File: src/rtl/riscv_ex_wb_queue.sv
// EX-to-WB result queue: selects one functional-unit result and enqueues the
// register-file write into a DEPTH-entry in-order queue with forwarding lookups.
module riscv_ex_wb_queue #(
  parameter int unsigned NUM_UNITS  = 2,
  parameter int unsigned DATA_WIDTH = 32,
  parameter int unsigned ADDR_WIDTH = 5,
  parameter int unsigned DEPTH      = 2,
  parameter int unsigned NUM_RPORTS = 2
) (
  input  logic                             clk,
  input  logic                             rst_n,
  input  logic                             instr_valid_i,
  input  logic [NUM_UNITS-1:0]             unit_sel_i,
  input  logic [NUM_UNITS*DATA_WIDTH-1:0]  unit_result_i,
  input  logic [NUM_UNITS-1:0]             unit_ready_i,
  input  logic                             lsu_ready_ex_i,
  input  logic                             branch_in_ex_i,
  input  logic                             regfile_we_i,
  input  logic [ADDR_WIDTH-1:0]            regfile_waddr_i,
  input  logic                             flush_i,
  output logic                             ex_ready_o,
  output logic                             ex_valid_o,
  output logic                             wb_valid_o,
  output logic [ADDR_WIDTH-1:0]            wb_waddr_o,
  output logic [DATA_WIDTH-1:0]            wb_wdata_o,
  input  logic                             wb_ready_i,
  input  logic [NUM_RPORTS*ADDR_WIDTH-1:0] fw_raddr_i,
  output logic [NUM_RPORTS-1:0]            fw_hit_o,
  output logic [NUM_RPORTS*DATA_WIDTH-1:0] fw_rdata_o
);

  localparam int unsigned PW = (DEPTH > 1) ? $clog2(DEPTH) : 1;
  localparam int unsigned CW = $clog2(DEPTH + 1);

  logic [PW-1:0]         wr_ptr_q, wr_ptr_d;
  logic [PW-1:0]         rd_ptr_q, rd_ptr_d;
  logic [CW-1:0]         cnt_q, cnt_d;
  logic [ADDR_WIDTH-1:0] addr_q [DEPTH];
  logic [DATA_WIDTH-1:0] data_q [DEPTH];

  logic [DATA_WIDTH-1:0] res_data;
  logic                  units_done;
  logic                  pop, push, space;

  function automatic logic [PW-1:0] ptr_inc(input logic [PW-1:0] p);
    if (int'(p) == int'(DEPTH) - 1) return '0;
    return p + 1'b1;
  endfunction

  // Descending scan so the lowest selected unit wins.
  always_comb begin
    res_data   = '0;
    units_done = lsu_ready_ex_i;
    for (int k = int'(NUM_UNITS) - 1; k >= 0; k--) begin
      if (unit_sel_i[k]) begin
        res_data = unit_result_i[k*DATA_WIDTH +: DATA_WIDTH];
        if (!unit_ready_i[k]) units_done = 1'b0;
      end
    end
  end

  assign wb_valid_o = (cnt_q != '0);
  assign pop        = wb_valid_o & wb_ready_i;
  assign space      = (cnt_q < CW'(DEPTH)) | pop;
  assign ex_valid_o = instr_valid_i & units_done & space & ~flush_i;
  assign ex_ready_o = ex_valid_o | branch_in_ex_i;
  assign push       = ex_valid_o & regfile_we_i;

  assign wb_waddr_o = addr_q[rd_ptr_q];
  assign wb_wdata_o = data_q[rd_ptr_q];

  always_comb begin
    wr_ptr_d = wr_ptr_q;
    rd_ptr_d = rd_ptr_q;
    cnt_d    = cnt_q;
    if (flush_i) begin
      wr_ptr_d = '0;
      rd_ptr_d = '0;
      cnt_d    = '0;
    end else begin
      if (push) wr_ptr_d = ptr_inc(wr_ptr_q);
      if (pop)  rd_ptr_d = ptr_inc(rd_ptr_q);
      if (push && !pop)      cnt_d = cnt_q + CW'(1);
      else if (pop && !push) cnt_d = cnt_q - CW'(1);
    end
  end

  always_ff @(posedge clk or negedge rst_n) begin
    if (!rst_n) begin
      wr_ptr_q <= '0;
      rd_ptr_q <= '0;
      cnt_q    <= '0;
      for (int i = 0; i < int'(DEPTH); i++) begin
        addr_q[i] <= '0;
        data_q[i] <= '0;
      end
    end else begin
      wr_ptr_q <= wr_ptr_d;
      rd_ptr_q <= rd_ptr_d;
      cnt_q    <= cnt_d;
      if (push && !flush_i) begin
        addr_q[wr_ptr_q] <= regfile_waddr_i;
        data_q[wr_ptr_q] <= res_data;
      end
    end
  end

  // Walk oldest to youngest so the last match seen is the youngest pending write.
  always_comb begin
    fw_hit_o   = '0;
    fw_rdata_o = '0;
    for (int p = 0; p < int'(NUM_RPORTS); p++) begin
      logic                  hit;
      logic [DATA_WIDTH-1:0] dat;
      logic [ADDR_WIDTH-1:0] ra;
      int                    idx;
      hit = 1'b0;
      dat = '0;
      ra  = fw_raddr_i[p*ADDR_WIDTH +: ADDR_WIDTH];
      for (int i = 0; i < int'(DEPTH); i++) begin
        idx = int'(rd_ptr_q) + i;
        if (idx >= int'(DEPTH)) idx = idx - int'(DEPTH);
        if ((i < int'(cnt_q)) && (addr_q[PW'(idx)] == ra)) begin
          hit = 1'b1;
          dat = data_q[PW'(idx)];
        end
      end
      if (ra == '0) hit = 1'b0;
      fw_hit_o[p] = hit;
      fw_rdata_o[p*DATA_WIDTH +: DATA_WIDTH] = hit ? dat : '0;
    end
  end

endmodule

File: config.mk
export PLATFORM = sky130hd
export DESIGN_NAME = riscv_ex_wb_queue
export DESIGN_NICKNAME = d
export VERILOG_FILES = /design/src/rtl/riscv_ex_wb_queue.sv
export SDC_FILE = /design/constraint.sdc
export NUM_CORES = 1
export LEC_CHECK = 0
export ABC_AREA = 1
export BUFFER_PORTS_ARGS = -buffer_cell sky130_fd_sc_hd__buf_2
export CELL_PAD_IN_SITES_DETAIL_PLACEMENT = 0
export CELL_PAD_IN_SITES_GLOBAL_PLACEMENT = 1
export CORE_MARGIN = 4
export CORE_UTILIZATION = 33
export CTS_CLUSTER_DIAMETER = 50
export DETAILED_ROUTE_END_ITERATION = 10
export PLACE_DENSITY = 0.91
export REMOVE_ABC_BUFFERS = 1
export SLEW_MARGIN = 40
export SYNTH_ARGS = -nofsm -noshare
export SYNTH_HDL_FRONTEND = slang
export SYNTH_SLANG_ARGS = --single-unit
File: constraint.sdc
create_clock -name clk -period 2.4 [get_ports clk]
set_clock_uncertainty 0.15 [all_clocks]
set_input_delay 0.48 -clock clk [delete_from_list [all_inputs] [get_ports clk]]
set_output_delay 0.48 -clock clk [all_outputs]
set_load 0.01 [all_outputs]
---- Word-level counts from Yosys, hierarchy flattened ----
Index checks and enable logic that the tools add are counted.
word-level totals
  register bits ........................... 78
  logic and storage cells ................. 114
  output and inout bits ................... 106
operators by class
  equal/unequal tests ..................... 4
  reductions and logical operators ........ 17
  mux-type cells .......................... 57
  bitwise gates (word level) .............. 12
  magnitude comparators ................... 10
  add/sub/neg operators ................... 7
operator list
  operator             count
  $mux 32              16
  $bwmux 64            1
  $mux 5               8
  $demux 32 s1         1
  $mux 1               26
  $eq 5x5->1           4
  $bwmux 10            1
  $logic_not 5->1      2
  $logic_and 1x1->1    8
  $ge 1x2->1 const B   3
  $ge 2x2->1 const B   3
  $mux 2               3
  $reduce_bool 2->1    3
  $and 1x1->1          5
  $demux 5 s1          1
  $lt 1x2->1 const A   2
  $not 1->2            2
  $logic_not 1->1      3
  $not 1->1            3
  $reduce_bool 3->1    1
  $add 1x1->1 const B  2
  $add 1x1->2 const B  1
  $add 2x1->2 const B  1
  $lt 2x1->1 const B   1
  4 further kinds      6

---- Logic depth before layout (Yosys ltp) ----
Gate-level depths: netlist (run 1).
  depth after elaboration ................. 13
  gate-level depth with buffers ........... 11

---- Worst setup path before layout (run 1) ----
OpenSTA, ideal clock, no wires.
  path type ............................... flip-flop to output port
  start ................................... register cnt_q[1]
  end ..................................... output ex_ready_o
  buffers on the path ..................... 0
  data arrival time ....................... 1.484 ns
  setup slack ............................. 0.286 ns
  stages on the path, launching flop included .. 8
  cell sequence ........................... dfrtp_1 inv_1 ha_1 inv_1 nand2_1 nand2_1 nor3b_1 or2_2
on the way
  cells in the longest elaborated chain, start to end .. 6
  elaborated cells between the ends (all ways) .. 7
  those cells by class .................... order compare (1); bitwise (5); reduce/logical (1)
RTL lines
  item                      line  RTL
  from (decl)               37    logic [CW-1:0] cnt_q, cnt_d;
  from (signal assigned)    100   cnt_q <= cnt_d;
  $reduce_bool 2->1         62    assign wb_valid_o = (cnt_q != '0);
  named net wb_valid_o      23    output logic wb_valid_o,
  $and 1x1->1               63    assign pop = wb_valid_o & wb_ready_i;
  $or 1x1->1                64    assign space = (cnt_q < CW'(DEPTH)) | pop;
  $and 1x1->1 (2 in a row)  65    assign ex_valid_o = instr_valid_i & units_done & space & ~flush_i;
  named net ex_valid_o      22    output logic ex_valid_o,
  $or 1x1->1                66    assign ex_ready_o = ex_valid_o | branch_in_ex_i;
  to (decl)                 21    output logic ex_ready_o,
The timed path passes the listed nets, and every way through them passes these cells.

---- Final worst setup path (run 1) ----
  start ................................... register cnt_q[1]
  end ..................................... output fw_rdata_o[13]
on the way
  cells in the longest elaborated chain, start to end .. 6
  elaborated cells between the ends (all ways) .. 10
  those cells by class .................... order compare (2); mux (6); reduce/logical (2)
RTL lines
  item                 line  RTL
  $lt 1x2->1           123   if ((i < int'(cnt_q)) && (addr_q[PW'(idx)] == ra)) begin
  $logic_and 1x1->1    123
  $mux 1 (2 in a row)  123
  $mux 1               128   if (ra == '0) hit = 1'b0;
  $mux 32 (*)          130   fw_rdata_o[p*DATA_WIDTH +: DATA_WIDTH] = hit ? dat : '0;
  to (decl)            29    output logic [NUM_RPORTS*DATA_WIDTH-1:0] fw_rdata_o
Mark *: on every way between the ends. The rest lies on a longest branch, timed or not.

==> results of run 1 <==
-- cells in the mapped netlist, types with 2 or more instances --
master    count
dfrtp_1      78
ha_1          2
buf_6         6
clkbuf_1     29
nand2_1     219
buf_4         3
nand2_2      11
o21ai_2      30
o21ai_1       3
o21ai_0      81
nand3_1      38
nand4_1       5
buf_2         3
xor2_1        5
a21oi_1       3
inv_1        54
nor2_1       73
nor2_4        3
-- critical path, delay by kind of cell, from the launching register on --
family	cells	cell delay, ns
buffers and inverters	4	0.55
and+or+nand+nor	5	0.46
DFF	1	0.36
adders and majority gates	1	0.18
-- metrics by stage --
stage | instances | area [sq um] | hold WS [ns] | util (%)
3_3_place_gp | 998 | 5770 | 0.306 | 42.9
5_1_grt | 1024 | 6630 | 0.226 | 49.3
6_report | 1024 | 6630 | 0.225 | 49.3
4_1_cts | 1022 | 6250 | 0.210 | 46.5
3_5_place_dp | 998 | 5770 | 0.317 | 42.9
2_1_floorplan | 610 | 4380 | 0.0344 | -
-- logic make-up (layout without fill, tap and decap cells) --
logic type | count (synthesis) | after routing
and+or+nand+nor | 352 | 352
DFF | 78 | 78
xor gates and xnor gates | 5 | 5
AOI/OAI and AO/OA | 118 | 118
adders and majority gates | 2 | 2
buffers and inverters | 99 | 293
-- area by class of cell --
| cell class | count | area share [%] |
|---|---|---|
| Clock buffer | 13 | 4.08 |
| Clock inverter | 3 | 0.981 |
| Inverter | 55 | 3.11 |
| Sequential cell | 78 | 29.5 |
| Timing Repair Buffer | 222 | 22.1 |
| Tap cell | 176 | 3.32 |
| Multi-Input combinational cell | 477 | 36.9 |
-- routing by layer --
layer	GRT usage, %	up-vias	routed length, um
met5	0	-	0
met4	3.91	0	102
met3	4.54	7	976
met2	30.5	139	7140
met1	25.0	2214	7040
li1	-	2441	-
-- power by group through the flow --
stage / combinational, uW / clock [uW] / sequential (uW)
2_1_floorplan: 1160 / 0 / 1820
3_3_place_gp: 2010 / 0 / 1790
3_5_place_dp: 2030 / 0 / 1810
4_1_cts: 2120 / 1550 / 1780
5_1_grt: 2550 / 1610 / 1820
6_report: 2290 / 1510 / 1780
-- final timing paths --
check	cells past startpoint	to	slack [ns]
setup / recovery	10	fw_rdata_o[13]	-0.11
hold / removal	3	addr_q[9]	0.22
setup reg to reg	10	data_q[60]	0.52
hold reg to reg	2	data_q[15]	0.35
max in group asynchronous	3	rd_ptr_q	0.98
min in group asynchronous	2	data_q[12]	0.51
-- registers in the layout, summed over array words and instances, names as in the netlist --
| name | flops |
|---|---|
| data_q | 64 |
| cnt_q | 2 |
| wr_ptr_q | 1 |
| addr_q | 10 |
| rd_ptr_q | 1 |
-- repair_timing --
| action | CTS | global route |
|---|---|---|
| gates cloned | 3 | 3 |
| hold endpoints to repair | 33 | 0 |
| pin swaps | 1 | 6 |
| resized for setup | 20 | 88 |
| buffers inserted | 4 | 0 |
| setup endpoints to repair | 67 | 67 |
| hold buffers | 1 | 0 |
==> impl_results.md, run 1 <==
- Synth top area cells: dfrtp_1 42%, nand2_1 18%, o21ai_0 8.8%
- Total negative setup slack: -3.87 ns
- Max FO, Critical Path: 8
- Relative slew slack: 68.9%
- Final nets: around 940
- Actual slew at the worst max-slew pin: about 0.47 ns
- Crit path launch: cnt_q[1]
- Worst Min Path Start: regfile_waddr_i[4]
- Cell area after synthesis: ~0.0046 sq mm
- Pre-CTS WS: 0.271 ns
- Maximum vdd drop: between 300 and 400 uV
- Wire per inst: approximately 15 um
- Drt pass-1 iters: 4
- Clock-pin slew on the worst setup and hold paths: about 0.06 ns
- Sequential cell area: just under 0.002 sq mm
- Post-synthesis register bit count: 78
- Avg Vias per Cell: between 4 and 5
- Combinational share of power: approximately 41%
- Pint: 3480 uW
- Vias in the first global route: ~4800
- CP max stage delay: between 0.3 and 0.4 ns
- Total gr overflow: 0
- Area growth, synth to finish: 43.5%
- Total Wirelength: 15300 um
- Die Width: around 130 um
- Status: finished with violations
- Power per cell area: between 800 and 900 mW/mm^2
- Clk_lat worst skew: roughly 0.33 ns
- Type of the worst setup path: register to output pin
- Seq/Total Area, Yosys: a little over two fifths
- Max-capacitance violation count: 0
- Worst r2r src: cnt_q[0]
- Fill count: 1421
- # setup viols final: 67
- Share of layout cells above drive strength 1: between 40 and 50%
- Antenna viol nets, final: 0
- CP arrival: 1.88 ns
- Final hold vios: 0
- Initial DRC Count: 250
- Share of the synthesized area in the top cell type: a little over two fifths
- Largest family of logic cells by synthesized area: simple AND/OR/NAND/NOR gates
- DP Wirelength: approximately 10000 um
- CP Data Required Time: between 1.5 and 2 ns
- Synthesized-area fraction occupied by and/or/nand/nor cells: 31.4%
- Syn avg cell area: just over 7 sq um
- Pin count of the biggest net entering global routing: just under 80
- PortBufs: 196
- TritonCTS clock tree: yes
- Die area: 0.0160 sq mm
- Count of cell types in the netlist: 26
- Total number of vias: around 4800
- Clock Sinks: 78
- Fmax: 0.399 GHz
- H-tree Lvls: 3
- Reg power frac: a little under a third
- Initial Util: approximately a third
- Largest area contributor in the netlist: dfrtp_1
- RSZ-0062 raised after global routing: yes
- GRT Resource Usage Total: between 10% and 20%
- CP cell instances: inv_2 -> ha_2 -> nor2_2 -> nor2_2 -> nor2_1 -> nand4_1 -> buf_6 -> buf_16 -> nor2_2 -> buf_2
- I/O pins: slightly below 200
- Footprint of the multi-input gates: 0.00245 sq mm
- Root buffer cell: clkbuf_16
- Critical Path Most Common Cell: nor2_2
- Ys async rst share: 100%
- Die H: about 130 um
- Commonest non-fill, non-tap cell in the layout: nand2_1
- Power, Total: 5580 uW
- Ant diodes: 0
- Post-synthesis mux area share: 0%
- Post-synthesis adder-cell area fraction: 0.542%
- GPL Wtd Cong: roughly 0.83
- Final critical-path required period: between 2 and 3 ns
- CTS buffer count: 9
- Initial antenna violation count: 0
- Leak pwr: roughly 0.0036 uW
- Worst setup EP type: output pin
- Post-synth EDFFs: 0
- Slew Viols, Final: 0
- HP Class: input port to register
- Synth Area in XOR/XNOR: less than 1%
- Compound-Gate Fraction of Synth Area: 15.2%
- Failing checks: setup timing
- Global-route wire length before repair: 24100 um
- Synthesized instance count: between 600 and 700
- Sw Share: a little under two fifths
- CP max-delay cell: dfrtp_1
- Most used DFF post-synth: dfrtp_1
- Clock buffer depth: 2
- Core Area: ~0.013 sq mm
- Yosys warns: 0
- Startpoint Class: register
- Net Sw Power: approximately 2100 uW
- FP Rows: 42
- Residual DRC: 0
- Clk pwr share: between 20% and 30%
- Final setup margin: -0.106 ns
- Fin crit share: 104%
- Most frequent cells in the layout: 218 x nand2_1, 180 x buf_2, 81 x o21ai_0
Power figures use the tool's default switching activity.
==> run 2: changes to the inputs <==
- ABC_AREA: 1 -> 0
- CORE_UTILIZATION: 33 -> 36
==> run 2 against run 1 <==
Wire length shrank 13%. Largest cell class unchanged. The flow still finishes with violations (setup timing). Clock power shrank 19%. Non-clock buffer count rose by 11. Critical endpoint is now fw_rdata_o[39]. Clock-buffer cell count down 3. Sequential cell count stayed put. Worst setup slack lost 0.13 ns. Critical path type unchanged. Global-route usage down 0.65 points. Fmax shrank 4.9%.
==> impl_results.md, run 2 <==
- Largest area contributor in the netlist: dfrtp_1 (unchanged)
- Post-synthesis register bit count: 78 (unchanged)
- CP arrival: 2.00 ns (was 1.88 ns)
- Fmax: 0.380 GHz (was 0.399 GHz)
- Critical Path Most Common Cell: buf_6 (was nor2_2)
- Most used DFF post-synth: dfrtp_1 (unchanged)
- Power per cell area: 744 mW/mm^2 (was 841 mW/mm^2)
- Final critical-path required period: 2.63 ns (was 2.51 ns)
- Startpoint Class: register (unchanged)
- Max reg flops: 64 (unchanged)
- Share of the synthesized area in the top cell type: 44.2% (was 42.2%)
- Ys async rst share: 100% (unchanged)
- Regs by FF count: data_q: 64 flops, addr_q: 10 flops, cnt_q: 2 flops (unchanged)
- Clock buffer depth: 2 (unchanged)
- Placed Area: 0.00573 sq mm (was 0.00577 sq mm)
- Synthesized instance count: 369 (was 654)
- Yosys warns: 0 (unchanged)
- # setup viols final: 65 (was 67)
- GPL Wtd Cong: 0.774 (was 0.827)
- Total gr overflow: 0 (unchanged)
- Avg Vias per Cell: 5.02 (was 4.69)
- Area growth, synth to finish: 45.4% (was 43.5%)
- Wire per inst: 17.9 um (was 14.9 um)
- Post-route cell area: 0.00642 sq mm (was 0.00663 sq mm)
- Failing checks: setup timing (unchanged)
- CP Data Required Time: 1.77 ns (about the same)
- Leak pwr: 0.00334 uW (was 0.00357 uW)
- Fill count: 1045 (was 1421)
- Most flop-heavy register: data_q (unchanged)
- Antenna viol nets, final: 0 (unchanged)
- Most frequent cells in the layout: 172 x buf_2, 92 x mux2_2, 75 x dfrtp_1 (was 218 x nand2_1, 180 x buf_2, 81 x o21ai_0)
- CP max-delay cell: dfrtp_1 (unchanged)
- DP Wirelength: 9260 um (was 10100 um)
- Synth top area cells: dfrtp_1 44%, mux2_2 23%, and2_1 9.1% (was dfrtp_1 42%, nand2_1 18%, o21ai_0 8.8%)
- Final nets: 680 (was 936)
- Footprint of the multi-input gates: 0.00247 sq mm (was 0.00245 sq mm)
- Type of the worst setup path: register to output pin (unchanged)
- Met2 routed WL: 6660 um (was 7140 um)
- I/O pins: 197 (unchanged)
- RSZ-0062 raised after global routing: yes (unchanged)
- Routed wl met3: 1020 um (was 976 um)
- Sw Share: 32.7% (was 37.5%)
- Combinational share of power: 35.6% (was 41.0%)
- Initial DRC Count: 111 (was 250)
- Slew Viols, Final: 0 (unchanged)
- Net Sw Power: 1560 uW (was 2090 uW)
- Status: finished with violations (unchanged)
- Fin crit share: 110% (was 104%)
- Root buffer cell: clkbuf_16 (unchanged)
- Die Width: 119 um (was 126 um)
- Post-synth EDFFs: 0 (unchanged)
- Max FO, Critical Path: 6 (was 8)
- Hold WS: 0.239 ns (was 0.225 ns)
- Core Area: 0.0120 sq mm (was 0.0135 sq mm)
- Core Util, Final: 53.4% (was 49.3%)
- H-tree Lvls: 3 (unchanged)
- TritonCTS clock tree: yes (unchanged)
- Clock-pin slew on the worst setup and hold paths: 0.06 ns (about the same)
- GRT Resource Usage Total: 17.9% (was 18.6%)
- CTS buffer count: 9 (unchanged)
- Reg power frac: 38.7% (was 31.9%)
- Pin count of the biggest net entering global routing: 38 (was 77)
- Final setup margin: -0.235 ns (was -0.106 ns)
- Count of cell types in the netlist: 33 (was 26)
- Top Layer Used: met5 (was met4)
- Max-capacitance violation count: 0 (unchanged)
- Clk_lat worst skew: 0.33 ns (about the same)
- Post-synth top cells: 92 x mux2_2, 78 x dfrtp_1, 64 x and2_1 (was 219 x nand2_1, 81 x o21ai_0, 78 x dfrtp_1)
- FP Rows: 40 (was 42)
- Maximum vdd drop: 340 uV (was 338 uV)
- Relative slew slack: 59.3% (was 68.9%)
- Seq/Total Area, Yosys: 44.2% (was 42.2%)
- Die area: 0.0141 sq mm (was 0.0160 sq mm)
- Total Wirelength: 13300 um (was 15300 um)
- Clock Sinks: 78 (unchanged)
- Worst setup EP type: output pin (unchanged)
- M1 wire length: 5340 um (was 7040 um)
- Drt pass-1 iters: 4 (unchanged)
- HP Class: input port to register (unchanged)
- CP cell instances: inv_2 -> ha_4 -> o21a_4 -> a211oi_4 -> buf_6 -> buf_12 -> and2_4 -> buf_6 (was inv_2 -> ha_2 -> nor2_2 -> nor2_2 -> nor2_1 -> nand4_1 -> buf_6 -> buf_16 -> nor2_2 -> buf_2)
- Initial antenna violation count: 3 (was 0)
- CP max stage delay: 0.36 ns (about the same)
- Syn avg cell area: 12.0 sq um (was 7.07 sq um)
- Share of layout cells above drive strength 1: 64.5% (was 40.9%)
- PortBufs: 196 (unchanged)
- Final hold vios: 0 (unchanged)
- Pint: 3210 uW (was 3480 uW)
- Vias in the first global route: 3891 (was 4796)
- Most frequent cell after synthesis: mux2_2 (was nand2_1)
- Global-route wire length before repair: 20300 um (was 24100 um)
- Commonest non-fill, non-tap cell in the layout: buf_2 (was nand2_1)
- Die H: 119 um (was 126 um)
- Clk pwr share: 25.7% (was 27.1%)
- Actual slew at the worst max-slew pin: 0.609 ns (was 0.467 ns)
- Residual DRC: 0 (unchanged)
- Total number of vias: 3719 (was 4801)
- Initial Util: 36.8% (was 34.3%)
- Sequential cell area: 0.00196 sq mm (was 0.00195 sq mm)
- Cell area after synthesis: 0.00442 sq mm (was 0.00462 sq mm)
-- run 2: power by group through the flow --
stage / combinational [uW] / sequential, uW / clock, uW
after floorplan: 894 / 1790 / 0
after global placement: 1520 / 1840 / 0
after detailed placement: 1550 / 1860 / 0
after CTS: 1620 / 1840 / 1270
after global routing: 1830 / 1900 / 1330
final: 1700 / 1850 / 1230
-- run 2: worst paths after layout --
path	from	slack, ns	endpoint	cells after the start
worst max register to register	cnt_q[0]	0.22	data_q[6]	8
worst min register to register	data_q[26]	0.35	data_q[26]	1
min in group asynchronous	rst_n	0.46	data_q[20]	2
max in group asynchronous	rst_n	1.06	addr_q[6]	3
worst min-delay path	regfile_waddr_i[1]	0.24	addr_q[6]	2
worst max-delay path	cnt_q[1]	-0.23	fw_rdata_o[39]	8
-- run 2: cells by family after synthesis --
group                      share of synthesized area (%)
muxes                                               28.3
and+or+nand+nor                                     13.7
DFF                                                 44.2
AOI/OAI and AO/OA                                   8.19
buffers and inverters                               3.26
xor gates and xnor gates                            1.79
adders and majority gates                          0.567
-- run 2: layout make-up --
| type | instances | area share (%) |
|---|---|---|
| clock inverter | 6 | 0.604 |
| tap | 147 | 2.86 |
| inverter | 3 | 0.175 |
| antenna | 2 | 0.0780 |
| clock buffer | 10 | 3.57 |
| timing repair buffer | 233 | 23.8 |
| sequential | 78 | 30.5 |
| multi-input combinational | 262 | 38.4 |
-- run 2: layer usage --
metal,GRT usage [%],up-vias
met5,0,-
met4,4.71,4
met3,5.31,18
met2,31.1,127
met1,21.7,1817
li1,-,1753
-- run 2: timing repair --
action	4_1_cts	5_1_grt
hold endpoints to repair	26	0
endpoints found under the setup margin	67	67
pin swaps	2	4
gates cloned	1	2
setup buffers	5	6
hold buffers	1	0
resized for setup	9	56
-- run 2: through the flow --
step / TNS, ns / cells / power [uW] / worst slack, ns
detailed placement: -1.55 / 709 / 3420 / -0.0648
finish: -9.72 / 741 / 4780 / -0.235
global route: -16.75 / 740 / 5060 / -0.320
CTS: -9.67 / 732 / 4720 / -0.190
floorplan: -89.11 / 343 / 2690 / -0.979
global placement: -0.503 / 709 / 3360 / -0.0227
-- run 2: critical path: cells and delay by family (launching register included) --
kind            cells  cell delay [ns]
buf+inv             4             0.52
compound gates      2             0.47
flops               1             0.36
fa+ha+maj           1             0.16
simple gates        1             0.16
==> run 3: changes to the inputs <==
- CORE_MARGIN: 4 -> 2
- GPL_ROUTABILITY_DRIVEN: not set -> 0
==> run 3 against run 2 <==
The run still ends with setup timing left. Critical path depth unchanged. Utilization increased by 1.5 points. Non-clock buffer count unchanged. Worst setup slack improved by 0.0054 ns. Wire length decreased by 2.8%. Fmax increased by 0.20%. Sequential share of layout area decreased by 0.89 points. Global-route usage increased by 0.97 points. Final cell count decreased by 0.27%. Die area decreased by 6.6%. Clock power increased by 11%. Critical path type unchanged. Highest routed layer unchanged.
==> impl_results.md, run 3 (synthesis results as in run 2) <==
- Worst setup EP type: output pin (unchanged)
- Pint: 3360 uW (was 3210 uW)
- Most flop-heavy register: data_q (unchanged)
- Die area: 0.0132 sq mm (was 0.0141 sq mm)
- Total negative setup slack: -11.81 ns (was -9.72 ns)
- Total Wirelength: 12900 um (was 13300 um)
- # setup viols final: 67 (was 65)
- Met2 Use GR: 33.1% (was 31.1%)
- Commonest non-fill, non-tap cell in the layout: buf_2 (unchanged)
- Slew Viols, Final: 0 (unchanged)
- Regs by FF count: data_q: 64 flops, addr_q: 10 flops, cnt_q: 2 flops (unchanged)
- FP Rows: 40 (unchanged)
- PortBufs: 196 (unchanged)
- Clk pwr share: 27.8% (was 25.7%)
- CTS buffer count: 9 (unchanged)
- Initial DRC Count: 129 (was 111)
- Residual DRC: 0 (unchanged)
- Failing checks: setup timing (unchanged)
- Core Area: 0.0120 sq mm (unchanged)
- Final setup margin: -0.229 ns (was -0.235 ns)
- Placed Area: 0.00571 sq mm (was 0.00573 sq mm)
- Global-route wire length before repair: 19200 um (was 20300 um)
- Maximum vdd drop: 309 uV (was 340 uV)
- Core Util, Final: 55.0% (was 53.4%)
- Area growth, synth to finish: 49.6% (was 45.4%)
- Type of the worst setup path: register to output pin (unchanged)
- Actual slew at the worst max-slew pin: 0.686 ns (was 0.609 ns)
- CP arrival: 2.00 ns (about the same)
- Clk_lat worst skew: 0.32 ns (was 0.33 ns)
- Ant diodes: 0 (was 2)
- DP Wirelength: 8700 um (was 9260 um)
- GRT Max-Usage Layer: met2 (unchanged)
- CP Data Required Time: 1.77 ns (about the same)
- Power per cell area: 741 mW/mm^2 (was 744 mW/mm^2)
- Total gr overflow: 0 (unchanged)
- Relative slew slack: 54.1% (was 59.3%)
- Sw Share: 31.3% (was 32.7%)
- Pre-CTS WS: -0.0449 ns (was -0.0648 ns)
- GRT Resource Usage Total: 18.9% (was 17.9%)
- Power, Total: 4890 uW (was 4780 uW)
- Max-capacitance violation count: 0 (unchanged)
- I/O pins: 197 (unchanged)
- Root buffer cell: clkbuf_16 (unchanged)
- Max FO, Critical Path: 8 (was 6)
- Net Sw Power: 1530 uW (was 1560 uW)
- Final hold vios: 0 (unchanged)
- Pin count of the biggest net entering global routing: 43 (was 38)
- Total number of vias: 3802 (was 3719)
- Drt pass-1 iters: 4 (unchanged)
- H-tree Lvls: 3 (unchanged)
- Die Width: 115 um (was 119 um)
- Final critical-path required period: 2.63 ns (about the same)
- Clock Sinks: 78 (unchanged)
- Share of layout cells above drive strength 1: 67.1% (was 64.5%)
- Fmax: 0.380 GHz (about the same)
- Max reg flops: 64 (unchanged)
- Vias in the first global route: 3815 (was 3891)
- Met3 global-route usage: 3.64% (was 5.31%)
- Wire per inst: 17.5 um (was 17.9 um)
- Status: finished with violations (unchanged)
- Grt met1 use: 23.5% (was 21.7%)
- Die H: 115 um (was 119 um)
- Initial antenna violation count: 2 (was 3)
- Antenna viol nets, final: 0 (unchanged)
- Fin crit share: 110% (about the same)
- Reg power frac: 37.3% (was 38.7%)
- TritonCTS clock tree: yes (unchanged)
- Startpoint Class: register (unchanged)
- Final nets: 680 (unchanged)
- Avg Vias per Cell: 5.14 (was 5.02)
- RSZ-0062 raised after global routing: yes (unchanged)
- Combinational share of power: 34.9% (was 35.6%)
- Leak pwr: 0.00340 uW (was 0.00334 uW)
- Most frequent cells in the layout: 152 x buf_2, 92 x mux2_2, 77 x dfrtp_1 (was 172 x buf_2, 92 x mux2_2, 75 x dfrtp_1)
- HP Class: input port to register (unchanged)
- Clock-pin slew on the worst setup and hold paths: 0.06 ns (about the same)
- Initial Util: 36.8% (unchanged)
- Clock buffer depth: 2 (unchanged)
- Post-route cell area: 0.00661 sq mm (was 0.00642 sq mm)
## run 3: critical path: stages, from the launching register on
cell and delay [ns]:
dfrtp_1 0.36, inv_2 0.07, ha_2 0.17, o21a_4 0.21, a211oi_4 0.27, buf_6 0.18, clkbuf_16 0.16, and2_4 0.15
buf_6 0.10
## run 3: layout make-up
class / instances / area [sq um]
flip-flops and latches: 78 / 1950
inverters: 3 / 11.3
fillers: 1007 / 5410
multi-input cells: 262 / 2480
clock buffers: 12 / 256
clock inverters: 4 / 45.0
well taps: 147 / 184
repair buffers: 233 / 1680
## run 3: stage by stage
stage               instances  hold WS, ns
finish                    739        0.235
global route              739        0.244
CTS                       737        0.226
detailed placement        706        0.337
global placement          706        0.322
floorplan                 343       0.0344
## run 3: worst paths after layout
kind | startpoint | to | slack (ns) | depth (start not counted)
max in group asynchronous | rst_n | addr_q[0] | 0.97 | 3
min in group asynchronous | rst_n | addr_q[3] | 0.51 | 2
min | regfile_waddr_i[1] | addr_q[6] | 0.24 | 2
max | cnt_q[1] | fw_rdata_o[25] | -0.23 | 8
max reg2reg | cnt_q[0] | data_q[52] | 0.20 | 7
min reg2reg | data_q[2] | data_q[2] | 0.35 | 1
## run 3: power groups by stage
| stage | clock, uW | sequential [uW] | combinational [uW] |
|---|---|---|---|
| 2_1_floorplan | 0 | 1790 | 894 |
| 3_3_place_gp | 0 | 1810 | 1520 |
| 3_5_place_dp | 0 | 1840 | 1550 |
| 4_1_cts | 1400 | 1820 | 1680 |
| 5_1_grt | 1460 | 1880 | 1830 |
| 6_report | 1360 | 1830 | 1710 |
## run 3: routing by layer
metal  up-vias  wire, um
met3        19       809
met2       144      6830
met4         2       155
met5         -        13
met1      1888      5100
li1       1749         -
## run 3: repair_timing
| item | CTS | global route |
|---|---|---|
| cloned | 3 | 1 |
| gates resized for setup | 54 | 50 |
| setup endpoints to repair | 67 | 67 |
| hold endpoints to repair | 36 | 0 |
| buffers inserted | 11 | 5 |
| pin swaps | 12 | 5 |
| hold buffers | 1 | 0 |
